### src/rtl/countdown_timer.sv
// Loadable 4-digit BCD countdown timer (SS.hh). A prescaler divides clk into 1/100 s
// steps; digits borrow upward and a one-cycle done pulse marks arrival at 00.00.
module countdown_timer #(
  parameter int unsigned TICKS_PER_HUNDREDTH = 32'd1_000_000
) (
  input  logic        clk,
  input  logic        reset,
  input  logic        load,
  input  logic [15:0] load_value,
  input  logic        start,
  input  logic        stop,
  output logic [15:0] digits,
  output logic        running,
  output logic        done
);

  localparam int unsigned DIG_W   = 16;
  localparam int unsigned NIB_N   = 4;
  localparam int unsigned CNT_W   = (TICKS_PER_HUNDREDTH > 1) ? $clog2(TICKS_PER_HUNDREDTH) : 1;
  localparam logic [CNT_W-1:0] CNT_MAX = CNT_W'(TICKS_PER_HUNDREDTH - 1);

  typedef enum logic [1:0] {
    S_IDLE    = 2'd0,
    S_RUN     = 2'd1,
    S_PAUSED  = 2'd2,
    S_EXPIRED = 2'd3
  } state_t;

  state_t             r_state;
  state_t             w_state_nxt;
  logic [CNT_W-1:0]   r_presc;
  logic [CNT_W-1:0]   w_presc_nxt;
  logic [DIG_W-1:0]   r_digits;
  logic [DIG_W-1:0]   w_digits_nxt;
  logic [DIG_W-1:0]   w_load_clamped;
  logic [DIG_W-1:0]   w_dec;
  logic               w_tc;
  logic               r_running;
  logic               r_done;
  logic               w_running_nxt;
  logic               w_done_nxt;

  assign digits  = r_digits;
  assign running = r_running;
  assign done    = r_done;
  assign w_tc    = (r_presc == CNT_MAX);

  // Saturate any non-BCD nibble of the load value to 9
  always_comb begin
    w_load_clamped = '0;
    for (int i = 0; i < NIB_N; i++) begin
      w_load_clamped[4*i +: 4] = (load_value[4*i +: 4] > 4'd9) ? 4'd9 : load_value[4*i +: 4];
    end
  end

  // One BCD decrement step, borrowing from hundredths upward
  always_comb begin
    logic v_borrow;
    w_dec    = r_digits;
    v_borrow = 1'b1;
    for (int i = 0; i < NIB_N; i++) begin
      if (v_borrow) begin
        if (r_digits[4*i +: 4] == 4'd0) begin
          w_dec[4*i +: 4] = 4'd9;
        end else begin
          w_dec[4*i +: 4] = r_digits[4*i +: 4] - 4'd1;
          v_borrow        = 1'b0;
        end
      end
    end
  end

  always_ff @(posedge clk) begin
    if (reset) begin
      r_state  <= S_IDLE;
      r_presc  <= '0;
      r_digits <= '0;
    end else begin
      r_state  <= w_state_nxt;
      r_presc  <= w_presc_nxt;
      r_digits <= w_digits_nxt;
    end
  end

  always_comb begin
    w_state_nxt  = r_state;
    w_presc_nxt  = r_presc;
    w_digits_nxt = r_digits;
    case (r_state)
      S_IDLE, S_PAUSED: begin
        if (load) begin
          w_state_nxt  = S_IDLE;
          w_presc_nxt  = '0;
          w_digits_nxt = w_load_clamped;
        end else if (start && !stop && (r_digits != '0)) begin
          w_state_nxt = S_RUN;
          if (r_state == S_IDLE) w_presc_nxt = '0;
        end
      end
      S_RUN: begin
        if (stop) begin
          w_state_nxt = S_PAUSED;
        end else if (w_tc) begin
          w_presc_nxt  = '0;
          w_digits_nxt = w_dec;
          if (w_dec == '0) w_state_nxt = S_EXPIRED;
        end else begin
          w_presc_nxt = r_presc + CNT_W'(1);
        end
      end
      S_EXPIRED: begin
        if (load) begin
          w_state_nxt  = S_IDLE;
          w_presc_nxt  = '0;
          w_digits_nxt = w_load_clamped;
        end
      end
      default: w_state_nxt = S_IDLE;
    endcase
  end

  // Registered status outputs follow the state transition taken on the same edge
  always_comb begin
    w_running_nxt = (w_state_nxt == S_RUN);
    w_done_nxt    = (r_state == S_RUN) && (w_state_nxt == S_EXPIRED);
  end

  always_ff @(posedge clk) begin
    if (reset) begin
      r_running <= 1'b0;
      r_done    <= 1'b0;
    end else begin
      r_running <= w_running_nxt;
      r_done    <= w_done_nxt;
    end
  end

endmodule

### config.mk
export PLATFORM = sky130hd
export DESIGN_NAME = countdown_timer
export DESIGN_NICKNAME = d
export VERILOG_FILES = /design/src/rtl/countdown_timer.sv
export SDC_FILE = /design/constraint.sdc
export NUM_CORES = 1
export LEC_CHECK = 0
export CELL_PAD_IN_SITES_DETAIL_PLACEMENT = 2
export CELL_PAD_IN_SITES_GLOBAL_PLACEMENT = 2
export CORE_MARGIN = 1.5
export CORE_UTILIZATION = 30
export CTS_CLUSTER_DIAMETER = 60
export DETAILED_ROUTE_END_ITERATION = 10
export GPL_ROUTABILITY_DRIVEN = 0
export PLACE_DENSITY_LB_ADDON = 0.1
export SETUP_SLACK_MARGIN = 0.4
export SLEW_MARGIN = 20
export SYNTH_ARGS = -nofsm -noshare
export SYNTH_HDL_FRONTEND = slang
export SYNTH_SLANG_ARGS = --single-unit
### constraint.sdc
create_clock -name clk -period 2.9 [get_ports clk]
set_input_delay 0.435 -clock clk [delete_from_list [all_inputs] [get_ports clk]]
set_output_delay 0.435 -clock clk [all_outputs]
set_load 0.01 [all_outputs]
==> impl_metrics.py, run 1 <==
metrics = {
    "finish": {
        "antenna_cells": 0,
        "layout_commonest_cell": "nor2_1",
        "nets": 356,
        "drive_above_1_share_pct": 7.19,
        "area_growth_pct": 27.8,
        "layout_common_cells": "nor2_1, dfxtp_1, clkdlybuf4s50_1, nand2_1, a21oi_1",
        "instances_no_fill": 433,
        "final_cell_area_mm2": 0.00294,
    },
    "logic_synthesis": {
        "synth_cells": 295,
        "synth_seq_cells": 40,
        "ys_seq_area_share_pct": 34.8,
        "syn-num-nets": 317,
        "yosys_warnings": 0,
        "netlist_area_mm2": 0.00230,
        "yosysUniqueCellTypes": 53,
        "ys_dominant_reg_cell": "dfxtp_1",
        "syn_avg_cell_area_um2": 7.80,
        "synthArstFlopShare_pct": 0,
        "synth-edff-count": 0,
    },
    "power": {
        "p_sw_share_pct": 27.5,
        "peakVddDrop_v": 0.000223,
        "p_seq_share_pct": 42.7,
        "power_per_cell_area_mw_per_mm2": 485,
        "intPower_mw": 1.04,
        "cellLeakagePower_nw": 0.950,
        "p_clk_share_pct": 38.3,
        "p_switching_uw": 392,
        "pwr-share-comb_pct": 19.0,
    },
    "clock_network": {
        "root_buffer": "clkbuf_8",
        "clockBufferDepth": 2,
        "cts.sinks": 40,
        "cts_max_level": 2,
        "cts_setup_buffers": 0,
        "clk_latency_ns": 0.30,
        "cts_tree": "built",
        "clk_pin_slew_ns": 0.08,
        "ctsHoldBuffers": 0,
        "numCtsBuffers": 5,
    },
    "setup_path": {
        "timing_worst_setup_path_type": "reg2reg",
        "cp_max_fo": 19,
        "cp.required_ns": 3.12,
        "end_kind": "flip-flop",
        "crit_arrival_ns": 2.44,
        "critPathLaunchType": "flip-flop",
    },
    "sta": {
        "worst_pin_slew_ns": 0.683,
        "drv_slew": 0,
        "hold_violations": 0,
        "setup_tns_ns": 0,
        "finalSetupViolations": 0,
        "timing.slew.headroom_pct": 54.5,
        "fin_crit_sh_pct": 76.3,
        "clock-skew-final_ns": 0.00616,
        "period_minus_slack_ns": 2.21,
        "rsz0062_at_grt": "false",
        "max_freq_mhz": 452,
    },
    "place": {
        "portBuffers": 38,
        "dp_hpwl_mm": 5.21,
        "placedCellCount": 426,
        "postPlaceCellArea_mm2": 0.00280,
    },
    "job": {
        "cap_violations": 0,
    },
    "routing": {
        "via_per_inst": 5.50,
        "ant_nets": 0,
        "drt_iter0_drc": 73,
        "drcViolationCount": 0,
        "wire_per_inst_um": 17.1,
        "firstDrtPassIters": 4,
        "wl_mm": 7.42,
        "vias": 2382,
    },
    "status": {
        "status": "complete, no violations",
    },
    "floorplan": {
        "initial_core_util_pct": 31.4,
        "row_count": 31,
        "die_h_um": 90.6,
        "die_area_mm2": 0.00820,
        "io_pins": 39,
        "coreArea_mm2": 0.00733,
        "dieWidth_um": 90.6,
    },
    "global_routing": {
        "grt_usage_pct": 19.0,
        "first_global_vias": 2530,
        "grt_start_max_net_pins": 32,
        "antenna_found_initial": 0,
        "overflow": 0,
        "grt_pass1_wl_mm": 12.6,
    },
    "hold_path": {
        "min_path_type": "reg2reg",
    },
}
==> critical path, stage by stage, from the launching register on <==
cell,delay [ns]
dfxtp_1,0.42
nor4_4,0.42
nand4_4,0.22
o311ai_4,0.24
buf_4,0.27
and2_4,0.20
o21bai_4,0.19
a21oi_1,0.18
==> metrics by stage <==
step	util (%)	total power [mW]	worst slack (ns)	hold WS, ns
after floorplan	-	0.766	0.808	0.477
after CTS	40.0	1.44	0.517	0.538
after global routing	40.1	1.50	0.472	0.561
after global placement	38.2	0.885	0.526	0.507
final	40.1	1.43	0.689	0.536
after detailed placement	38.2	0.892	0.439	0.509
==> power by group through the flow <==
| stage | logic (mW) | clock network (mW) | registers [mW] |
|---|---|---|---|
| floorplan | 0.151 | 0 | 0.615 |
| global placement | 0.265 | 0 | 0.620 |
| detailed placement | 0.271 | 0 | 0.621 |
| CTS | 0.273 | 0.562 | 0.609 |
| global route | 0.298 | 0.586 | 0.616 |
| finish | 0.271 | 0.547 | 0.610 |
==> synthesized netlist by cell type, types with 2 or more instances <==
master / instances / share of area (%)
nand4_1: 5 / 1.4
dfxtp_1: 40 / 35
inv_1: 5 / 0.82
nor4b_1: 2 / 0.76
or3_1: 2 / 0.54
nand3_1: 12 / 2.6
nor3b_1: 2 / 0.65
a31oi_1: 3 / 0.82
a21boi_0: 2 / 0.65
xnor2_1: 18 / 6.9
o21ai_0: 15 / 3.3
a311oi_1: 2 / 0.76
nand3b_1: 2 / 0.65
a21o_1: 3 / 0.98
nor2_1: 55 / 9.0
nor4_2: 2 / 1.1
and3_1: 3 / 0.82
a22oi_1: 2 / 0.65
o211ai_1: 2 / 0.65
a211oi_1: 6 / 2.0
clkbuf_1: 11 / 1.8
nand4b_1: 2 / 0.76
o311ai_0: 2 / 0.76
nor4_1: 4 / 1.1
a2111oi_0: 7 / 2.7
nor3_1: 13 / 2.8
a21oi_1: 21 / 4.6
nand2_1: 27 / 4.4
==> state kept, by name (all words and copies together) (netlist names) <==
register	cells
r_presc	20
done	1
r_state	2
running	1
digits	16
==> kinds of logic after synthesis <==
| kind of cell | after synthesis | synth area share, % |
|---|---|---|
| flops | 40 | 34.8 |
| compound gates | 74 | 22.5 |
| simple gates | 142 | 31.4 |
| buf+inv | 19 | 3.48 |
| mux | 1 | 0.435 |
| fa+ha+maj | 1 | 0.544 |
| xor+xnor | 18 | 6.85 |
==> layer usage <==
| metal | vias up | global-route usage (%) | part of all wire (%) |
|---|---|---|---|
| li1 | 1153 | - | - |
| met1 | 1193 | 26.3 | 51 |
| met2 | 32 | 30.5 | 45 |
| met3 | 4 | 3.11 | 2.8 |
| met4 | 0 | 5.03 | 0.81 |
| met5 | - | 0 | 0 |
==> worst paths after layout <==
path	from	endpoint	slack, ns	cells after the start
hold / removal	r_presc[19]	r_presc[19]	0.54	2
setup / recovery	digits[2]	r_presc[1]	0.69	7
setup reg to reg	digits[2]	r_presc[1]	0.69	7
hold reg to reg	r_presc[19]	r_presc[19]	0.54	2
==> cell type report <==
| class | instances | area (um2) |
|---|---|---|
| sequential | 40 | 801 |
| fill | 858 | 4390 |
| timing repair buffer | 46 | 440 |
| clock inverter | 2 | 60.1 |
| multi-input combinational | 236 | 1430 |
| clock buffer | 5 | 68.8 |
| inverter | 5 | 18.8 |
| tap | 99 | 124 |
==> what timing repair did <==
action / CTS / global route
endpoints found under the hold margin: 0 / 0
setup endpoints to repair: 0 / 7
resized for setup: 0 / 1
(Power assumes the default switching activity.)
==> inputs of run 2 (changes only) <==
--- a/config.mk
+++ b/config.mk
@@ -8,7 +8,7 @@
 export CELL_PAD_IN_SITES_DETAIL_PLACEMENT = 2
 export CELL_PAD_IN_SITES_GLOBAL_PLACEMENT = 2
 export CORE_MARGIN = 1.5
-export CORE_UTILIZATION = 30
+export CORE_UTILIZATION = 27
 export CTS_CLUSTER_DIAMETER = 60
 export DETAILED_ROUTE_END_ITERATION = 10
 export GPL_ROUTABILITY_DRIVEN = 0
==> constraint.sdc (replaced) <==
create_clock -name clk -period 1.8 [get_ports clk]
set_input_delay 0.27 -clock clk [delete_from_list [all_inputs] [get_ports clk]]
set_output_delay 0.27 -clock clk [all_outputs]
set_load 0.01 [all_outputs]
==> impl_metrics.py, run 2 (same netlist as run 1, synthesis figures left out) <==
metrics = {
    "power": {
        "p_switching_uw": 864,
        "pwr-share-comb_pct": 31.7,
        "peakVddDrop_v": 0.000388,
        "cellLeakagePower_nw": 1.46,
        "p_seq_share_pct": 37.0,
        "power_per_cell_area_mw_per_mm2": 658,
        "p_sw_share_pct": 33.3,
        "intPower_mw": 1.73,
        "p_clk_share_pct": 31.2,
    },
    "sta": {
        "fin_crit_sh_pct": 119,
        "clock-skew-final_ns": 0.0108,
        "finalSetupViolations": 31,
        "layout_setup_ws_ns": -0.337,
        "worst_pin_slew_ns": 0.519,
        "hold_violations": 0,
        "drv_slew": 0,
        "max_freq_mhz": 468,
        "holdWs_ns": 0.546,
        "rsz0062_at_grt": "true",
        "period_minus_slack_ns": 2.14,
        "timing.slew.headroom_pct": 64.5,
    },
    "finish": {
        "layout_commonest_cell": "buf_4",
        "layout_common_cells": "buf_4, nor2_1, nand2_1, dfxtp_1, clkdlybuf4s50_1",
        "fill_cells": 890,
        "top_register": "r_presc",
        "drive_above_1_share_pct": 43.2,
        "antenna_cells": 0,
        "instances_no_fill": 515,
        "utilization_pct": 47.9,
        "area_growth_pct": 71.1,
        "nets": 431,
        "largest_register_ffs": 20,
    },
    "place": {
        "dp_slack_ns": -0.508,
        "placedCellCount": 484,
        "dp_hpwl_mm": 6.20,
        "portBuffers": 38,
    },
    "setup_path": {
        "worstReg2RegEnd": "done",
        "cp-endpoint": "done",
        "startpoint": "digits[5]",
        "crit_arrival_ns": 2.34,
        "r2r_slack_ns": -0.34,
        "cp_max_fo": 4,
        "timing_worst_setup_path_type": "reg2reg",
        "end_kind": "flip-flop",
        "cp.required_ns": 2.01,
        "reg2reg_depth": 7,
        "critPathLaunchType": "flip-flop",
        "r2r-start": "digits[5]",
    },
    "global_routing": {
        "grt_pass1_wl_mm": 15.6,
        "first_global_vias": 2881,
        "antenna_found_initial": 0,
        "grt_start_max_net_pins": 20,
        "grt_usage_pct": 23.2,
        "overflow": 0,
    },
    "status": {
        "status": "finished with violations",
        "failed_checks": "negative setup slack",
    },
    "routing": {
        "wl_mm": 11.5,
        "via_per_inst": 5.47,
        "drcViolationCount": 0,
        "vias": 2817,
        "ant_nets": 0,
        "drt_iter0_drc": 132,
        "wire_per_inst_um": 22.4,
        "firstDrtPassIters": 4,
    },
    "clock_network": {
        "numCtsBuffers": 5,
        "clk_pin_slew_ns": 0.09,
        "root_buffer": "clkbuf_8",
        "cts.sinks": 40,
        "clk_latency_ns": 0.32,
        "clockBufferDepth": 2,
        "cts_tree": "built",
        "cts_max_level": 2,
    },
    "floorplan": {
        "initial_core_util_pct": 28.0,
        "die_h_um": 95.3,
        "row_count": 33,
        "io_pins": 39,
        "dieWidth_um": 95.3,
        "die_area_mm2": 0.00908,
        "coreArea_mm2": 0.00822,
    },
    "hold_path": {
        "min_path_type": "reg2reg",
        "holdPathStages": 2,
    },
    "job": {
        "cap_violations": 0,
    },
}
[run 2: repair_timing]
item | in CTS | in global routing
gates resized for setup | 72 | 67
setup endpoints to repair | 58 | 47
pin swaps | 21 | 35
gates cloned | 2 | 0
endpoints found under the hold margin | 0 | 0
setup buffers | 8 | 13
hold buffers | 0 | 0
[run 2: worst max-delay path, stage by stage, from the launching register on]
cell and delay, ns:
dfxtp_4 0.36, nor4_4 0.35, buf_4 0.21, buf_6 0.10, nand4b_1 0.15, nor3b_2 0.28
nand4_1 0.25, nor4_1 0.32
[run 2: power groups by stage]
stage | sequential, mW | combinational, mW | clock (mW)
3_3_place_gp | 0.968 | 0.590 | 0
3_5_place_dp | 0.969 | 0.600 | 0
6_report | 0.960 | 0.822 | 0.809
2_1_floorplan | 0.993 | 0.263 | 0
4_1_cts | 0.952 | 0.687 | 0.798
5_1_grt | 0.962 | 0.872 | 0.855
[run 2: metrics by stage]
stage / setup TNS [ns] / instance area [um2] / power (mW)
6_report: -4.86 / 3940 / 2.59
5_1_grt: -7.55 / 3940 / 2.69
4_1_cts: -2.97 / 3650 / 2.44
3_5_place_dp: -6.85 / 3290 / 1.57
3_3_place_gp: -5.00 / 3290 / 1.56
2_1_floorplan: -2.98 / 2380 / 1.26
[run 2: worst min path at each step]
stage / start / to / slack, ns
floorplan: stop / done / 0.35
global placement: r_presc[19] / r_presc[19] / 0.51
detailed placement: r_presc[19] / r_presc[19] / 0.52
CTS: r_presc[19] / r_presc[19] / 0.55
global route: r_presc[19] / r_presc[19] / 0.59
finish: r_presc[19] / r_presc[19] / 0.55
[run 2: layout make-up]
class	instances	area (um2)	area share, %
clock buffer	5	68.8	1.75
clock inverter	3	41.3	1.05
inverter	5	18.8	0.477
multi-input combinational	237	1770	45.0
sequential	40	831	21.1
tap	105	131	3.34
timing repair buffer	120	1070	27.3
[run 2: layer usage]
layer	GRT usage, %	routed length [um]
met1	31.2	5100
met2	37.3	5800
met3	4.23	445
met4	7.59	201
met5	0	0
==> inputs of run 3 (changes only) <==
==> constraint.sdc (replaced) <==
create_clock -name clk -period 1.8 [get_ports clk]
set_input_delay 0.27 -clock clk [delete_from_list [all_inputs] [get_ports clk]]
set_output_delay 0.27 -clock clk [all_outputs]
set_load 0.1 [all_outputs]
==> impl_metrics.py, run 3 (same netlist as run 1, synthesis figures left out) <==
metrics = {
    "setup_path": {
        "cp.required_ns": 1.99,
        "path_buf_inv": 2,
        "crit_arrival_ns": 2.13,
        "end_kind": "flip-flop",
        "cp_slowest_stage_delay_ns": 0.38,
        "timing_worst_setup_path_type": "reg2reg",
        "critPathLaunchType": "flip-flop",
        "cp_max_fo": 8,
        "critical_path.top_delay_family": "simple AND/OR/NAND/NOR gates",
        "cp_cell_sequence": "nor4_4, nand4_4, o311ai_4, buf_12, buf_4, a211oi_1, xnor2_1, nor2_2",
        "cp_slowest_cell": "nor4_4",
    },
    "finish": {
        "top_register": "r_presc",
        "layout_commonest_cell": "buf_4",
        "instances_no_fill": 503,
        "utilization_pct": 48.1,
        "layout_common_cells": "buf_4, nor2_1, nand2_1, clkdlybuf4s50_1, buf_12",
        "antenna_cells": 0,
        "area_growth_pct": 71.6,
        "final_cell_area_mm2": 0.00395,
        "drive_above_1_share_pct": 43.0,
        "largest_register_ffs": 20,
        "nets": 419,
    },
    "floorplan": {
        "row_count": 33,
        "die_h_um": 95.3,
        "initial_core_util_pct": 28.0,
        "dieWidth_um": 95.3,
        "coreArea_mm2": 0.00822,
        "die_area_mm2": 0.00908,
        "io_pins": 39,
    },
    "sta": {
        "holdWs_ns": 0.539,
        "timing.slew.headroom_pct": 63.4,
        "hold_violations": 0,
        "rsz0062_at_grt": "true",
        "clock-skew-final_ns": 0.00671,
        "fin_crit_sh_pct": 108,
        "layout_setup_ws_ns": -0.141,
        "finalSetupViolations": 27,
        "max_freq_mhz": 515,
        "drv_slew": 0,
        "worst_pin_slew_ns": 0.535,
        "period_minus_slack_ns": 1.94,
    },
    "power": {
        "peakVddDrop_v": 0.000304,
        "power_per_cell_area_mw_per_mm2": 649,
        "cellLeakagePower_nw": 1.42,
    },
    "routing": {
        "wire_per_inst_um": 19.0,
        "wl_mm": 9.55,
        "via_per_inst": 5.28,
        "firstDrtPassIters": 4,
        "ant_nets": 0,
        "vias": 2655,
        "drcViolationCount": 0,
        "drt_iter0_drc": 43,
    },
    "global_routing": {
        "grt_usage_pct": 21.0,
        "overflow": 0,
        "grt_pass1_wl_mm": 14.5,
        "antenna_found_initial": 0,
        "first_global_vias": 2785,
        "grt_start_max_net_pins": 31,
    },
    "clock_network": {
        "clk_pin_slew_ns": 0.09,
        "cts_tree": "built",
        "cts_max_level": 2,
        "ctsHoldBuffers": 0,
        "numCtsBuffers": 5,
        "clockBufferDepth": 2,
        "clk_latency_ns": 0.30,
        "cts.sinks": 40,
        "root_buffer": "clkbuf_8",
    },
    "place": {
        "dp_hpwl_mm": 6.54,
        "placedCellCount": 489,
        "postPlaceCellArea_mm2": 0.00353,
        "portBuffers": 38,
    },
    "status": {
        "failed_checks": "negative setup slack",
        "status": "finished with violations",
    },
    "hold_path": {
        "min_path_type": "reg2reg",
    },
    "job": {
        "cap_violations": 0,
    },
}
==> run 3: path summary, 6_finish.rpt <==
check,end,slack [ns],startpoint,cells past startpoint
setup / recovery,r_presc[10],-0.14,digits[7],8
setup reg to reg,r_presc[10],-0.14,digits[7],8
hold reg to reg,r_presc[19],0.54,r_presc[19],2
hold / removal,r_presc[19],0.54,r_presc[19],2
==> run 3: worst min-delay path, delay by kind of cell (launching register included) <==
family        cells  cell delay [ns]
simple gates      1             0.07
flops             1             0.36
xor+xnor          1             0.08
==> run 3: layer usage <==
layer | vias to the layer above | part of all wire, % | track usage, % | routed length, um
met3 | 9 | 2.2 | 3.11 | 212
met5 | - | 0 | 0 | 0
met1 | 1324 | 47 | 27.3 | 4480
met4 | 0 | 0.89 | 4.98 | 85
met2 | 35 | 50 | 36.2 | 4770
li1 | 1287 | - | - | -
==> run 3: timing repair <==
| item | 4_1_cts | 5_1_grt |
|---|---|---|
| setup endpoints to repair | 40 | 41 |
| setup buffers | 3 | 2 |
| cloned | 0 | 1 |
| resized for setup | 48 | 28 |
| pin swaps | 22 | 18 |
==> run 3: metrics by stage <==
step / setup TNS [ns] / setup WS [ns] / total power [mW]
2_1_floorplan: -5.90 / -0.312 / 1.46
3_3_place_gp: -4.87 / -0.316 / 1.83
3_5_place_dp: -7.15 / -0.439 / 1.85
4_1_cts: -2.68 / -0.147 / 2.54
5_1_grt: -5.47 / -0.244 / 2.69
6_report: -2.62 / -0.141 / 2.56
==> run 3: area by class of cell <==
class | count | area [um2]
fillers | 870 | 4270
multi-input cells | 237 | 1730
repair buffers | 108 | 1140
flip-flops and latches | 40 | 850
well taps | 105 | 131
clock buffers | 7 | 76.3
inverters | 5 | 18.8
clock inverters | 1 | 5.00
==> run 3: power by group <==
group          switching (mW)  internal [mW]
registers              0.0361          0.919
clock network           0.348          0.273
logic                   0.570          0.415
==> RTL edit 1, RTL diff (config.mk and constraints of run 2) <==
`NIB_N`: 4 -> 2.
--- a/src/rtl/countdown_timer.sv
+++ b/src/rtl/countdown_timer.sv
@@ -16,5 +16,5 @@
 
   localparam int unsigned DIG_W   = 16;
-  localparam int unsigned NIB_N   = 4;
+  localparam int unsigned NIB_N   = 2;
   localparam int unsigned CNT_W   = (TICKS_PER_HUNDREDTH > 1) ? $clog2(TICKS_PER_HUNDREDTH) : 1;
   localparam logic [CNT_W-1:0] CNT_MAX = CNT_W'(TICKS_PER_HUNDREDTH - 1);
Function: changed (Yosys sat finds a counterexample within 4 cycles, from zero or initial values and one cycle with reset high).
==> RTL edit 1 against run 2 <==
Synthesized area decreased by 19%; count of clock-buffer cells in the layout rose by 3; power decreased by 22%; setup slack better by 0.0088 ns; cell area fell by 22%; routed wire length decreased by 30%; synthesized cell count down 19%; first-iteration DRC count shrank 34%; sequential cell count shrank 8; the run still ends with setup timing left.
==> RTL edit 1: results (changes against run 2) <==
STA
  • Final setup fails: 32 (was 31)
  • Final setup margin: -0.3278 ns (was -0.3367 ns)

Clock tree
  • Worst-Skew Late Latency: 0.29 ns (was 0.32 ns)

Setup path
  • Critical-path top delay cell: or4_4 (was dfxtp_4)
  • Worst-path fanout max: 6 (was 4)

Synth
  • Commonest cells in the netlist: nor2_1 (34), dfxtp_1 (32), a21oi_1 (19) (was nor2_1 (55), dfxtp_1 (40), nand2_1 (27))
  • Mux cell area share after synthesis: 0% (was 0.4350%)
  • Compound-gate portion of the synthesized area: 19.13% (was 22.51%)
  • Area contributors post-synth: dfxtp_1 (34%), nor2_1 (6.8%), a21oi_1 (5.1%) (was dfxtp_1 (35%), nor2_1 (9.0%), xnor2_1 (6.9%))

GRT
  • M2 GR Usage: 42.52% (was 37.29%)
  • Global Route met1 Usage: 25.61% (was 31.21%)
  • First-pass GRT wire length: 12.85 mm (was 15.64 mm)
  • GRT Overall Usage: 22.90% (was 23.23%)
  • M3 GR Usage: 3.561% (was 4.226%)
  • Largest net degree at the start of global routing: 18 (was 20)

Place
  • Pre-CTS setup slack: -0.4994 ns (was -0.5081 ns)
  • Input/output buffers: 22 (was 38)

Routing
  • Met3 wire len: 202 µm (was 445 µm)
  • Metal2 WL: 4.401 mm (was 5.796 mm)
  • DR WL/cell: 19.88 µm (was 22.42 µm)
  • Initial DRC count: 87 (was 132)

Power
  • Leak pwr: 1.227 nW (was 1.459 nW)

Status
  • Run status: complete, but fails checks (unchanged)
  • Failing checks: setup timing (unchanged)

Finish
  • Nets: 350 (was 431)
RTL edit 1: cell count changes in the layout (fill, tap and decap cells not counted), moves of 8 or more:
| cell | run 2 | this run |
|---|---|---|
| nor2_1 | 45 | 27 |
| clkdlybuf4s50_1 | 20 | 12 |
| nand2_1 | 24 | 9 |
| conb_1 | 0 | 8 |
| xnor2_1 | 17 | 1 |
| xor2_1 | 0 | 8 |
RTL edit 1: stage by stage:
step	cell area (µm²)	setup TNS [ns]	cells
2_1_floorplan	1941	-9.840	246
3_3_place_gp	2586	-7.244	389
3_5_place_dp	2586	-8.406	389
4_1_cts	2983	-5.905	405
5_1_grt	3075	-8.381	409
6_report	3075	-6.736	409
RTL edit 1: timing repair:
item,in CTS,in global routing
pin swaps,16,10
endpoints found under the setup margin,42,33
gates cloned,1,0
setup buffers,7,4
gates resized for setup,58,18
RTL edit 1: final cells by class:
type	count	area (µm²)	area share, %
sequential	32	651.9	21.20
inverter	7	26.28	0.8544
clock buffer	8	121.4	3.946
timing repair buffer	93	799.5	26.00
multi-input combinational	189	1376	44.75
tap	80	100.1	3.255
RTL edit 1: final timing paths:
check,cells past startpoint,end,startpoint
setup / recovery,5,r_presc[11]$_SDFFE_PP0P_,digits[5]$_SDFFE_PP0P_
hold / removal,2,r_presc[15]$_SDFFE_PP0P_,r_presc[15]$_SDFFE_PP0P_
setup reg to reg,5,r_presc[11]$_SDFFE_PP0P_,digits[5]$_SDFFE_PP0P_
hold reg to reg,2,r_presc[15]$_SDFFE_PP0P_,r_presc[15]$_SDFFE_PP0P_
RTL edit 1: power by group:
| part | switching (mW) | internal, mW | total (mW) |
|---|---|---|---|
| registers | 0.0156 | 0.729 | 0.744 |
| logic | 0.279 | 0.269 | 0.548 |
| clock network | 0.297 | 0.433 | 0.730 |
==> RTL edit 2, RTL diff (flow settings as in run 2) <==
Made on the original files. The 4 states of `state_t` get a one-hot encoding in 4 bits.
--- a/src/rtl/countdown_timer.sv
+++ b/src/rtl/countdown_timer.sv
@@ -20,9 +20,9 @@
   localparam logic [CNT_W-1:0] CNT_MAX = CNT_W'(TICKS_PER_HUNDREDTH - 1);
 
-  typedef enum logic [1:0] {
-    S_IDLE    = 2'd0,
-    S_RUN     = 2'd1,
-    S_PAUSED  = 2'd2,
-    S_EXPIRED = 2'd3
+  typedef enum logic [3:0] {
+    S_IDLE    = 4'b0001,
+    S_RUN     = 4'b0010,
+    S_PAUSED  = 4'b0100,
+    S_EXPIRED = 4'b1000
   } state_t;
 
Behaviour: no difference found for any inputs over 10 cycles, from zero or initial values and one cycle with reset high; not proved beyond that.
==> RTL edit 2 against run 2 <==
The run still ends with setup timing left; cell area rose by 7.9%; power is 5.4% higher; via count is 11% higher; setup slack got worse by 0.20 ns; clock skew grew 0.0051 ns; sequential cell count up 2; routed wire length grew 11%; synthesized area grew 8.9%; critical endpoint is now digits[9]$_SDFFE_PP0P_; largest power group unchanged.
==> RTL edit 2: results (changes against run 2) <==
Routing
  • Met3 wire len: 330 µm (was 445 µm)
  • Vias: 3,123 (was 2,817)
  • Routed length on met1: 5.846 mm (was 5.102 mm)
  • Via/cell ratio: 5.441 (was 5.470)
  • Metal2 WL: 6.468 mm (was 5.796 mm)

STA
  • Post-route setup TNS: -16.53 ns (was -4.860 ns)
  • Final setup fails: 41 (was 31)
  • Final setup margin: -0.5319 ns (was -0.3367 ns)
  • Layout Skew: 0.01583 ns (was 0.01078 ns)

Place
  • DP Area: 3689 µm² (was 3289 µm²)
  • Post-DP HPWL: 7.638 mm (was 6.199 mm)
  • Pre-CTS setup slack: -0.4380 ns (was -0.5081 ns)

Synth
  • Commonest cells in the netlist: nor2_1 (50), dfxtp_1 (42), nand2_1 (35) (was nor2_1 (55), dfxtp_1 (40), nand2_1 (27))
  • Syn_nets: 361 (was 317)
  • Unique cell type count in the Yosys netlist: 56 (was 53)
  • Mapped Cells: 339 (was 295)

Clock tree
  • # resized after CTS: 63 (was 72)

Finish
  • Layout cells sized above 1: 39.48% (was 43.17%)
  • Nets: 487 (was 431)
  • Filler Cell Count: 973 (was 890)

GRT
  • M3 GR Usage: 3.303% (was 4.226%)
  • Vias in the first global route: 3,364 (was 2,881)
  • GRT Overall Usage: 23.89% (was 23.23%)
  • First-pass GRT wire length: 18.40 mm (was 15.64 mm)

Status
  • Run status: complete, but fails checks (unchanged)
  • Failing checks: setup timing (unchanged)

Power
  • Cell internal pwr: 1.815 mW (was 1.727 mW)
-- RTL edit 2: final timing paths --
path	cells past startpoint	start	end	slack (ns)
setup / recovery	8	r_state[2]$_SDFF_PP0_	digits[9]$_SDFFE_PP0P_	-0.53
hold / removal	2	r_presc[18]$_SDFFE_PP0P_	r_presc[18]$_SDFFE_PP0P_	0.60
setup reg to reg	8	r_state[2]$_SDFF_PP0_	digits[9]$_SDFFE_PP0P_	-0.53
hold reg to reg	2	r_presc[18]$_SDFFE_PP0P_	r_presc[18]$_SDFFE_PP0P_	0.60
-- RTL edit 2: layout make-up --
| type | count | share of cell area [%] |
|---|---|---|
| clock buffers | 7 | 1.796 |
| inverters | 6 | 0.5300 |
| well taps | 108 | 3.180 |
| multi-input cells | 272 | 44.35 |
| clock inverters | 1 | 0.7067 |
| repair buffers | 138 | 28.74 |
| flip-flops and latches | 42 | 20.70 |
-- RTL edit 2: cells by family after synthesis --
logic type                 share of synthesized area, %
xor gates and xnor gates                          5.595
muxes                                             2.048
and+or+nand+nor                                   36.31
AOI/OAI and AO/OA                                 17.68
adders and majority gates                        0.4994
DFF                                               33.57
buffers and inverters                             4.296
-- RTL edit 2: power groups by stage --
stage,sequential [mW],combinational [mW],clock [mW]
after global routing,1.01,0.979,0.857
final,1.00,0.925,0.802
after floorplan,1.04,0.354,0
after CTS,0.998,0.819,0.799
after detailed placement,1.02,0.759,0
after global placement,1.02,0.734,0
-- RTL edit 2: worst max-delay path: stages, from the launching register on --
cell      delay [ns]
dfxtp_2         0.35
or4b_4          0.54
or2_4           0.28
nor4_4          0.36
buf_4           0.19
buf_4           0.13
o221ai_1        0.12
o21ai_1         0.14
nor2_1          0.08
